File: src/rtl/mem_bus_pkg.sv
// Shared types and constants for the single-outstanding memory bus initiator.
package mem_bus_pkg;

  typedef enum logic [1:0] {
    IDLE      = 2'd0,
    WRITE     = 2'd1,
    READ_WAIT = 2'd2,
    RESP      = 2'd3
  } mem_bus_state_e;

  localparam int unsigned READ_LATENCY_MIN = 1;
  localparam int unsigned READ_LATENCY_MAX = 7;

  localparam logic [1:0] WORD_ALIGN_MASK = 2'b11;

  function automatic logic is_word_aligned(input logic [31:0] addr);
    return (addr[1:0] & WORD_ALIGN_MASK) == 2'b00;
  endfunction

endpackage

File: src/rtl/mem_bus_initiator.sv
// Load/store initiator for the CPU-side virtual memory bus: one transaction in
// flight, registered bus outputs, fixed-latency synchronous read capture.
module mem_bus_initiator
  import mem_bus_pkg::*;
#(
  parameter int unsigned READ_LATENCY = 1
) (
  input  logic        clk,
  input  logic        rst,
  input  logic        req_valid,
  output logic        req_ready,
  input  logic        req_we,
  input  logic [31:0] req_addr,
  input  logic [31:0] req_wdata,
  output logic        rsp_valid,
  input  logic        rsp_ready,
  output logic [31:0] rsp_rdata,
  output logic        rsp_err,
  output logic [31:0] addressVirt,
  output logic [31:0] dataInVirt,
  output logic        wEnVirt,
  output logic        rstVirt,
  input  logic [31:0] dataOutVirt
);

  // Out-of-range latencies are clamped so the 3-bit counter never loads 0.
  localparam int unsigned LAT_CLAMPED =
    (READ_LATENCY < READ_LATENCY_MIN) ? READ_LATENCY_MIN :
    (READ_LATENCY > READ_LATENCY_MAX) ? READ_LATENCY_MAX : READ_LATENCY;
  localparam logic [2:0] LAT_INIT = 3'(LAT_CLAMPED);

  mem_bus_state_e state_q, state_d;
  logic [2:0]     cnt_q, cnt_d;
  logic [31:0]    addr_q, addr_d;
  logic [31:0]    wdata_q, wdata_d;
  logic           wen_q, wen_d;
  logic [31:0]    rdata_q, rdata_d;
  logic           err_q, err_d;

  always_comb begin
    state_d = state_q;
    cnt_d   = cnt_q;
    addr_d  = addr_q;
    wdata_d = wdata_q;
    wen_d   = 1'b0;
    rdata_d = rdata_q;
    err_d   = err_q;
    unique case (state_q)
      IDLE: begin
        if (req_valid) begin
          if (!is_word_aligned(req_addr)) begin
            err_d   = 1'b1;
            rdata_d = '0;
            state_d = RESP;
          end else if (req_we) begin
            addr_d  = req_addr;
            wdata_d = req_wdata;
            wen_d   = 1'b1;
            err_d   = 1'b0;
            rdata_d = '0;
            state_d = WRITE;
          end else begin
            addr_d  = req_addr;
            cnt_d   = LAT_INIT;
            err_d   = 1'b0;
            rdata_d = '0;
            state_d = READ_WAIT;
          end
        end
      end
      WRITE: begin
        state_d = RESP;
      end
      READ_WAIT: begin
        if (cnt_q == 3'd1) begin
          rdata_d = dataOutVirt;
          state_d = RESP;
        end else begin
          cnt_d = cnt_q - 3'd1;
        end
      end
      RESP: begin
        if (rsp_ready) begin
          state_d = IDLE;
        end
      end
      default: begin
        state_d = IDLE;
      end
    endcase
  end

  always_ff @(posedge clk) begin
    if (rst) begin
      state_q <= IDLE;
      cnt_q   <= '0;
      addr_q  <= '0;
      wdata_q <= '0;
      wen_q   <= 1'b0;
      rdata_q <= '0;
      err_q   <= 1'b0;
    end else begin
      state_q <= state_d;
      cnt_q   <= cnt_d;
      addr_q  <= addr_d;
      wdata_q <= wdata_d;
      wen_q   <= wen_d;
      rdata_q <= rdata_d;
      err_q   <= err_d;
    end
  end

  assign req_ready   = (state_q == IDLE);
  assign rsp_valid   = (state_q == RESP);
  assign rsp_rdata   = rdata_q;
  assign rsp_err     = err_q;
  assign addressVirt = addr_q;
  assign dataInVirt  = wdata_q;
  assign wEnVirt     = wen_q;
  assign rstVirt     = rst;

endmodule

File: config.mk
export PLATFORM = sky130hd
export DESIGN_NAME = mem_bus_initiator
export DESIGN_NICKNAME = d
export VERILOG_FILES = /design/src/rtl/mem_bus_pkg.sv /design/src/rtl/mem_bus_initiator.sv
export SDC_FILE = /design/constraint.sdc
export NUM_CORES = 1
export LEC_CHECK = 0
export ABC_AREA = 0
export BUFFER_PORTS_ARGS = -buffer_cell sky130_fd_sc_hd__clkbuf_2
export CORE_MARGIN = 1.5
export CORE_UTILIZATION = 40
export DETAILED_ROUTE_END_ITERATION = 10
export PLACE_DENSITY = 0.84
export SLEW_MARGIN = 20
export SYNTH_ARGS = -nofsm -noshare
export SYNTH_HDL_FRONTEND = slang
export SYNTH_SLANG_ARGS = --single-unit
File: constraint.sdc
create_clock -name clk -period 1.7 [get_ports clk]
set_input_delay 0.085 -clock clk [delete_from_list [all_inputs] [get_ports clk]]
set_output_delay 0.085 -clock clk [all_outputs]
set_load 0.02 [all_outputs]
==> results of run 1 <==
[cell families (layout without fill, tap and decap cells)]
logic type                 after synthesis  count (layout)
and+or+nand+nor                        182             182
AOI/OAI and AO/OA                      108             108
DFF                                    103             103
buffers and inverters                   53             334
muxes                                   34              34
adders and majority gates                5               5
[flip-flops by register name, indices dropped and copies added, names as in the netlist]
register / cells
addressVirt: 32
cnt_q: 3
dataInVirt: 32
rsp_err: 1
rsp_rdata: 32
state_q: 2
wEnVirt: 1
[repair_timing]
item                                    CTS  global route
resized for setup                         1             7
hold buffers                             93             0
cloned                                    0             1
pin swaps                                 0             1
hold endpoints to repair                 93             0
buffers inserted                          0             2
endpoints found under the setup margin    1            29
[layout make-up]
type	instances	area share
well taps	136	0.0256
clock buffers	9	0.0186
multi-input cells	329	0.306
inverters	8	0.00451
flip-flops and latches	103	0.310
clock inverters	7	0.0154
repair buffers	310	0.320
[worst paths after layout]
| kind | slack (ps) | start | end |
|---|---|---|---|
| setup reg to reg | 40 | cnt_q[0] | rsp_rdata[10] |
| setup / recovery | 40 | cnt_q[0] | rsp_rdata[10] |
| hold reg to reg | 460 | addressVirt[28] | addressVirt[28] |
| hold / removal | 20 | dataOutVirt[30] | rsp_rdata[30] |
[per-layer routing]
| metal | track usage | share of wire |
|---|---|---|
| met1 | 0.274 | 0.40 |
| met2 | 0.421 | 0.50 |
| met3 | 0.0663 | 0.086 |
| met4 | 0.0771 | 0.018 |
| met5 | 0 | 0 |
[per-stage QoR]
step                std cells  TNS, ps
floorplan                 485        0
detailed placement        790        0
finish                    902        0
global route              902    -9.00
CTS                       899        0
global placement          790        0
[tightest hold or removal path, cell delays in order]
cell      delay, ps
clkbuf_2         90
nand3b_1         90
mux2i_2          70
[cells in the final DEF, fill, tap and decap left out, types with 2 or more instances in the layout]
cell type and instances:
a31oi_1 2, nor2b_1 5, nand2b_1 32, bufinv_16 2, dfxtp_1 102, clkinv_4 2
nor4b_1 2, a32oi_1 2, dlygate4sd3_1 93, clkbuf_2 200, mux2i_1 31, inv_6 2
nor2_1 5, nand3_1 33, o21ai_0 32, ha_1 2, nor3_1 2, nor3b_1 2
mux2_2 2, a21oi_1 64, nand2_1 66, nand3b_1 27, ha_4 2, inv_1 7
buf_12 4, and4bb_2 3, clkbuf_8 9, buf_4 12
[power groups by stage]
stage               clock network [mW]  registers, mW  logic [mW]
floorplan                            0           2.99        1.44
global placement                     0           2.79        2.10
detailed placement                   0           2.81        2.19
CTS                               1.77           2.76        2.36
global route                      1.87           2.79        2.80
finish                            1.75           2.77        2.63
==> impl_metrics.csv, run 1 <==
group,metric,value,unit
outcome,status,"completed",
worst_setup_path,crit_slowest_cell,"dfxtp_1",
global_route,grt_max_degree,80,
final_layout,fillCellCount,739,
synthesis,synth_ff_type,"dfxtp_1",
power_and_ir_drop,intPower,4.70,mW
worst_setup_path,crit_path_cell_trace,"ha_2 -> nand2b_4 -> a211oi_4 -> buf_4 -> buf_12 -> mux2i_1",
timing,finalMaxSlewViolations,0,
clock_tree,cts_buffers,9,
power_and_ir_drop,ir_worst_vdd,0.775,mV
timing,layout_setup_ws,40.6,ps
global_route,overflow,0,
worst_setup_path,path_class,"reg -> reg",
route,first_pass_iters,5,
power_and_ir_drop,p_switching,2.45,mW
final_layout,area_delta_synth_final,54.1,%
clock_tree,root_buffer,"clkbuf_8",
timing,rsz0062_at_grt,"true",
worst_setup_path,reg2reg_depth,6,
synthesis,ys_types,37,
worst_setup_path,path_buf_inv,2,
clock_tree,cts_sinks,103,
hold_path,holdPathStages,3,
synthesis,yosysSeqAreaShare,0.477,
worst_setup_path,crit_cells,6,
floorplanning,dieArea,0.0114,mm2
timing,hold_viol,0,
timing,slew_headroom,0.581,
synthesis,netlist.area_leader.share,0.477,
clock_tree,cts_buffer_depth,2,
route,routed_wl,14300,um
final_layout,multi_input_area,0.00204,mm2
route,final_antenna_net_count,0,
clock_tree,htreeDepth,3,
synthesis,yosysMostFrequentCell,"dfxtp_1",
floorplanning,core_area,0.0104,mm2
global_route,grt_pass1_wl,21600,um
synthesis,syn_nets,591,
synthesis,synth_edf_count,0,
synthesis,synth_xor_area_frac,0,
placement,hpwl,8130,um
final_layout,final_cell_area,0.00666,mm2
floorplanning,initial_core_util,0.415,
placement,gp_congestion,0.758,
power_and_ir_drop,swShare,0.343,
power_and_ir_drop,pwr-share-seq,0.388,
placement,post_dp_cell_area,0.00542,mm2
route,drtIter0Drc,379,
route,wire_per_inst,15.9,um
final_layout,fin_nets,867,
timing,whs,17.8,ps
synthesis,synthAdderAreaFrac,0.0145,
power_and_ir_drop,p_per_area,1070,mW/mm2
run,maxCapViolCount,0,
power_and_ir_drop,p_leak,2.85,nW
synthesis,ys.warnings.count,0,
timing,finalSetupViolations,0,
power_and_ir_drop,combPwrFrac,0.368,
timing,min_period,1660,ps
power_and_ir_drop,pwr-share-clk,0.244,
synthesis,synth_simple_gate_area_frac,0.232,
global_route,antenna_found_initial,0,
synthesis,synthTopCellsByCount,"dfxtp_1, nand2_1, a21oi_1",
timing,worst_pin_slew,619,ps
worst_setup_path,critPathTopFamily,"flip-flops",
floorplanning,die_x,107,um
floorplanning,ioPinCount,202,
timing,clock_skew,11.5,ps
global_route,grt_pass1_vias,4585,
clock_tree,cts_tree,"done",
synthesis,synthCells,485,
global_route,grt_usage,0.237,
timing,clock.fmax,603,MHz
worst_setup_path,cp_data_arrival_time,1960,ps
clock_tree,clk_pin_slew,100,ps
synthesis,synth_compound_area_frac,0.137,
final_layout,drive_gt1_frac,0.325,
worst_setup_path,slowest_delay,400,ps
final_layout,register_area,0.00206,mm2
worst_setup_path,worst_setup_path_start_kind,"register",
synthesis,synth_seq_cells,103,
placement,pre_cts_ws,7.58,ps
timing,period_share,0.976,
route,viasPerCell,5.19,
worst_setup_path,critPathCaptureType,"register",
clock_tree,clkLatencyLatePin,380,ps
synthesis,synth.area.mux_share,0.0794,
synthesis,async_flop_share,0,
final_layout,final_util,0.639,
synthesis,synthTopCellsByArea,"dfxtp_1, a21oi_1, mux2i_1",
floorplanning,dieHeight,107,um
worst_setup_path,required,2000,ps
synthesis,syn-cell-area,0.00432,mm2
final_layout,n_antenna_cell,0,
hold_path,worstHoldPathType,"in -> reg",
route,vias,4684,
synthesis,synth_top_area_cell,"dfxtp_1",
synthesis,synth_top_family_by_area,"simple AND/OR/NAND/NOR gates",
placement,portBuffers,201,
floorplanning,row_count,37,
worst_setup_path,cp_max_fo,16,
route,drcViolationCount,0,
power_and_ir_drop,power,7.15,mW
synthesis,postSynthAreaPerCell,8.91,um2
No activity file was read; power rests on OpenSTA's default activity.
==> run 2, diff against run 1 <==
--- a/config.mk
+++ b/config.mk
@@ -7,10 +7,12 @@
 export LEC_CHECK = 0
 export ABC_AREA = 0
 export BUFFER_PORTS_ARGS = -buffer_cell sky130_fd_sc_hd__clkbuf_2
+export CELL_PAD_IN_SITES_DETAIL_PLACEMENT = 0
+export CELL_PAD_IN_SITES_GLOBAL_PLACEMENT = 2
 export CORE_MARGIN = 1.5
-export CORE_UTILIZATION = 40
+export CORE_UTILIZATION = 23
 export DETAILED_ROUTE_END_ITERATION = 10
-export PLACE_DENSITY = 0.84
+export PLACE_DENSITY = 0.86
 export SLEW_MARGIN = 20
 export SYNTH_ARGS = -nofsm -noshare
 export SYNTH_HDL_FRONTEND = slang
==> impl_metrics.csv, run 2 (synthesis gave the netlist of run 1 again) <==
group,metric,value,unit
power_and_ir_drop,ir_worst_vdd,0.455,mV
global_route,grt_usage,0.135,
timing,finalSetupTns,0,ps
floorplanning,die_x,140,um
clock_tree,htreeDepth,3,
global_route,grt_pass1_vias,4292,
timing,hold_viol,0,
final_layout,layout_common_cells,"clkbuf_2, dfxtp_1, dlygate4sd3_1, nand2_1, a21oi_1",
floorplanning,initial_core_util,0.237,
global_route,gr-max-usage-layer,"met2",
power_and_ir_drop,p_switching,2.48,mW
global_route,grt_use_met2,0.219,
clock_tree,cts_buffers,9,
run,maxCapViolCount,0,
worst_setup_path,critPathCaptureType,"register",
power_and_ir_drop,combPwrFrac,0.349,
clock_tree,cts_buffer_depth,2,
clock_tree,clk_pin_slew,70,ps
hold_path,worstHoldPathType,"in -> reg",
timing,clock.fmax,618,MHz
route,drtIter0Drc,170,
timing,rsz0062_at_grt,"false",
worst_setup_path,worst_setup_path_start_kind,"register",
worst_setup_path,required,1980,ps
timing,period_share,0.952,
route,drcViolationCount,0,
global_route,overflow,0,
power_and_ir_drop,pwr-share-seq,0.377,
clock_tree,cts_sinks,103,
global_route,use_met1,0.169,
global_route,antenna_found_initial,0,
timing,finalMaxSlewViolations,0,
power_and_ir_drop,swShare,0.340,
floorplanning,dieHeight,140,um
final_layout,area_delta_synth_final,56.6,%
route,vias,4411,
placement,portBuffers,201,
global_route,use_met3,0.0458,
floorplanning,dieArea,0.0196,mm2
power_and_ir_drop,pwr-share-clk,0.274,
placement,hpwl,8440,um
timing,min_period,1620,ps
final_layout,n_antenna_cell,0,
final_layout,final_common_cell,"clkbuf_2",
outcome,status,"completed",
route,wire_per_inst,13.5,um
placement,gp_congestion,0.718,
clock_tree,root_buffer,"clkbuf_16",
final_layout,drive_gt1_frac,0.324,
global_route,grt_max_degree,64,
final_layout,final_util,0.372,
worst_setup_path,path_class,"reg -> reg",
timing,worst_pin_slew,626,ps
timing,finalSetupViolations,0,
worst_setup_path,cp_max_fo,16,
floorplanning,core_area,0.0182,mm2
timing,whs,17.6,ps
power_and_ir_drop,p_per_area,1080,mW/mm2
timing,slew_headroom,0.577,
floorplanning,row_count,49,
route,routed_wl,13400,um
global_route,grt_pass1_wl,21600,um
route,viasPerCell,4.45,
route,final_antenna_net_count,0,
final_layout,fillCellCount,1876,
clock_tree,cts_tree,"done",
final_layout,fin_nets,864,
timing,clock_skew,6.82,ps
worst_setup_path,cp_data_arrival_time,1900,ps
power_and_ir_drop,p_leak,2.85,nW
clock_tree,clkLatencyLatePin,350,ps
power_and_ir_drop,intPower,4.81,mW
final_layout,multi_input_area,0.00201,mm2
final_layout,register_area,0.00206,mm2
route,first_pass_iters,6,
floorplanning,ioPinCount,202,
run 2: final timing paths:
kind / start / to / slack [ps] / depth (start not counted)
worst max-delay path: state_q[0] / rsp_rdata[27] / 80 / 7
worst max register to register: state_q[0] / rsp_rdata[27] / 80 / 7
worst min register to register: addressVirt[23] / addressVirt[23] / 460 / 2
worst min-delay path: dataOutVirt[3] / rsp_rdata[3] / 20 / 3
run 2: per-stage QoR:
step / cell area, um2 / total power, mW / std cells / setup slack [ps]
floorplan: 4320 / 4.43 / 485 / 77.4
global placement: 5550 / 5.02 / 885 / 89.3
detailed placement: 5550 / 5.02 / 885 / 71.1
CTS: 6730 / 7.22 / 990 / 60.7
global route: 6770 / 7.67 / 992 / 8.69
finish: 6770 / 7.29 / 992 / 82.4
run 2: worst max-delay path, cell delays in order (launching register included):
cell and delay [ps]:
dfxtp_1 340, inv_1 70, ha_2 210, nor2b_1 170
a211oi_4 220, buf_6 150, clkbuf_16 200, mux2i_1 190
run 2: what timing repair did:
action	4_1_cts	5_1_grt
hold buffers	89	0
gates resized for setup	0	4
buffers inserted	0	1
hold endpoints to repair	89	0
setup endpoints to repair	0	9
run 2: layout make-up:
class                   count  share of cell area
clock inverters             7             0.00813
flip-flops and latches    103               0.305
multi-input cells         329               0.297
clock buffers               9              0.0333
repair buffers            307               0.310
inverters                   8             0.00444
well taps                 229              0.0423
run 2: power groups by stage:
| stage | clock network [mW] | registers, mW | logic, mW |
|---|---|---|---|
| 4_1_cts | 2.08 | 2.75 | 2.39 |
| 3_3_place_gp | 0 | 2.80 | 2.22 |
| 3_5_place_dp | 0 | 2.80 | 2.22 |
| 5_1_grt | 2.17 | 2.78 | 2.72 |
| 6_report | 2.00 | 2.75 | 2.55 |
| 2_1_floorplan | 0 | 2.99 | 1.44 |
run 2: per-layer routing:
layer / vias to the layer above / share of wire / routed length, um
met5: - / 0 / 0
met3: 21 / 0.074 / 997
met1: 2006 / 0.47 / 6300
met2: 177 / 0.44 / 5880
li1: 2207 / - / -
met4: 0 / 0.019 / 252
==> run 3, diff against run 2 <==
--- a/config.mk
+++ b/config.mk
@@ -5,14 +5,14 @@
 export SDC_FILE = /design/constraint.sdc
 export NUM_CORES = 1
 export LEC_CHECK = 0
-export ABC_AREA = 0
+export ABC_AREA = 1
 export BUFFER_PORTS_ARGS = -buffer_cell sky130_fd_sc_hd__clkbuf_2
 export CELL_PAD_IN_SITES_DETAIL_PLACEMENT = 0
 export CELL_PAD_IN_SITES_GLOBAL_PLACEMENT = 2
 export CORE_MARGIN = 1.5
-export CORE_UTILIZATION = 23
+export CORE_UTILIZATION = 21
 export DETAILED_ROUTE_END_ITERATION = 10
-export PLACE_DENSITY = 0.86
+export PLACE_DENSITY_LB_ADDON = 0.1
 export SLEW_MARGIN = 20
 export SYNTH_ARGS = -nofsm -noshare
 export SYNTH_HDL_FRONTEND = slang
==> impl_metrics.csv, run 3 <==
group,metric,value,unit
worst_setup_path,path_class,"reg -> reg",
floorplanning,dieHeight,138,um
final_layout,layout_common_cells,"clkbuf_2, dfxtp_1, dlygate4sd3_1, nand2_1, nor2_1",
clock_tree,cts_tree,"done",
timing,min_period,1600,ps
route,viasPerCell,4.20,
global_route,grt_pass1_wl,21900,um
route,routed_wl,13800,um
global_route,overflow,0,
global_route,grt_max_degree,68,
synthesis,postSynthAreaPerCell,7.74,um2
final_layout,drive_gt1_frac,0.315,
final_layout,final_common_cell,"clkbuf_2",
floorplanning,initial_core_util,0.214,
synthesis,synth_compound_area_frac,0.131,
placement,portBuffers,201,
power_and_ir_drop,ir_worst_vdd,0.625,mV
synthesis,synthCells,497,
synthesis,synth_top_family_by_area,"simple AND/OR/NAND/NOR gates",
floorplanning,row_count,49,
clock_tree,cts_sinks,103,
clock_tree,cts_buffer_depth,2,
final_layout,area_delta_synth_final,68.3,%
synthesis,syn-cell-area,0.00385,mm2
synthesis,syn_nets,603,
power_and_ir_drop,p_per_area,1130,mW/mm2
worst_setup_path,r2r-start,"state_q[0]",
route,vias,4267,
synthesis,synth_simple_gate_area_frac,0.257,
timing,hold_viol,0,
route,first_pass_iters,4,
placement,dp.cells,902,
timing,finalSetupTns,0,ps
synthesis,netlist.area_leader.share,0.536,
worst_setup_path,critPathCaptureType,"register",
outcome,status,"completed",
timing,slew_headroom,0.346,
synthesis,ys_types,18,
worst_setup_path,crit_path_cell_trace,"inv_2 -> ha_4 -> nand2_2 -> nor3_4 -> buf_12 -> nand2_4 -> clkbuf_16 -> nand2_1 -> a21oi_1",
final_layout,final_util,0.360,
synthesis,ys.warnings.count,0,
global_route,antenna_found_initial,0,
timing,rsz0062_at_grt,"false",
placement,hpwl,8730,um
worst_setup_path,critPathLaunch,"state_q[0]",
synthesis,synth_top_area_cell,"dfxtp_1",
worst_setup_path,slowest_delay,320,ps
clock_tree,clk_pin_slew,70,ps
final_layout,n_antenna_cell,0,
synthesis,synth_seq_cells,103,
clock_tree,htreeDepth,3,
clock_tree,cts_buffers,9,
route,wire_per_inst,13.6,um
floorplanning,core_area,0.0180,mm2
floorplanning,dieArea,0.0191,mm2
hold_path,min_from,"dataOutVirt[21]",
synthesis,synth_edf_count,0,
power_and_ir_drop,p_leak,2.92,nW
worst_setup_path,cp_data_arrival_time,1790,ps
route,final_antenna_net_count,0,
timing,clock_skew,6.19,ps
worst_setup_path,crit_slowest_cell,"dfxtp_1",
route,drcViolationCount,0,
synthesis,yosysMostFrequentCell,"dfxtp_1",
synthesis,synthAdderAreaFrac,0.0163,
timing,clock.fmax,625,MHz
synthesis,synthTopCellsByArea,"dfxtp_1, nand2_1, nand3_1",
synthesis,async_flop_share,0,
synthesis,synth.area.mux_share,0,
floorplanning,die_x,138,um
timing,finalMaxSlewViolations,0,
global_route,grt_usage,0.141,
synthesis,yosysSeqAreaShare,0.536,
clock_tree,clkLatencyLatePin,340,ps
worst_setup_path,worst_setup_path_start_kind,"register",
worst_setup_path,required,1890,ps
floorplanning,ioPinCount,202,
run,maxCapViolCount,0,
worst_setup_path,cp_max_fo,8,
synthesis,synth_xor_area_frac,0,
timing,period_share,0.942,
timing,finalSetupViolations,0,
final_layout,fin_nets,891,
global_route,grt_pass1_vias,4250,
synthesis,synthTopCellsByCount,"dfxtp_1, nand2_1, nor2_1",
placement,gp_congestion,0.735,
route,drtIter0Drc,128,
hold_path,worstHoldPathType,"in -> reg",
final_layout,stdcell_count,1016,
clock_tree,root_buffer,"clkbuf_16",
timing,worst_pin_slew,980,ps
synthesis,synth_ff_type,"dfxtp_1",
==> run 3: cell types whose count changed in the layout (fill, tap and decap cells not counted), moves of 3 or more <==
cell	previous run	this run
dlygate4sd3_1	89	93
nor2b_1	4	0
nand3b_1	27	0
clkinvlp_4	5	0
inv_1	8	11
nor2_1	5	75
nand2_1	66	88
nand3_1	33	67
and4bb_2	3	0
nand2_2	0	3
inv_2	0	4
mux2i_1	32	0
nand2b_1	32	0
==> run 3: through the flow <==
| stage | area [um2] | setup WS [ps] | hold slack [ps] | power (mW) |
|---|---|---|---|---|
| after global placement | 5110 | 46.7 | 308 | 4.91 |
| after detailed placement | 5110 | 5.60 | 314 | 4.93 |
| after floorplan | 3850 | 78.9 | 220 | 4.15 |
| after CTS | 6340 | 4.38 | 0.294 | 7.22 |
| after global routing | 6470 | 0.645 | 32.9 | 7.80 |
| final | 6470 | 99.3 | 23.9 | 7.33 |
==> run 3: cell type report <==
type / instances / area [um2]
multi-input cells: 341 / 1590
flip-flops and latches: 103 / 2060
clock buffers: 9 / 225
well taps: 229 / 287
clock inverters: 4 / 48.8
repair buffers: 314 / 2200
inverters: 16 / 62.6
fillers: 1941 / 11500
==> run 3: kinds of logic after synthesis <==
logic type,after synthesis
and+or+nand+nor,236
DFF,103
AOI/OAI and AO/OA,100
buffers and inverters,53
adders and majority gates,5
==> run 3: worst paths after layout <==
kind | depth (start not counted) | slack (ps) | endpoint
setup / recovery | 9 | 100 | dataInVirt[27]
hold / removal | 3 | 20 | rsp_rdata[21]
setup reg to reg | 9 | 100 | dataInVirt[27]
hold reg to reg | 2 | 440 | addressVirt[0]
==> run 3: what timing repair did <==
action                                 CTS  global route
setup endpoints to repair               29            97
gates cloned                             0             3
setup buffers                            3             2
endpoints found under the hold margin   93             0
pin swaps                                0             3
hold buffers                            93             0
gates resized for setup                  0            16
==> run 3: metal layers <==
metal / wire, um / vias up / track usage
li1: - / 2201 / -
met2: 6180 / 133 / 0.226
met1: 6590 / 1922 / 0.179
met5: 0 / - / 0
met4: 172 / 0 / 0.0521
met3: 901 / 11 / 0.0430
==> run 3: worst max-delay path: cells and delay by family (launching register included) <==
family / cells / cell delay [ps]
AO/OA/AOI/OAI: 1 / 50
adder cells (fa/ha/maj): 1 / 180
flip-flops: 1 / 320
AND/OR/NAND/NOR: 4 / 440
buffers and inverters: 3 / 450
==> run 3: where the power goes <==
part	internal [mW]	switching [mW]
Combinational	0.990	1.50
Sequential	2.66	0.131
Clock	1.12	0.932
Total	4.77	2.56
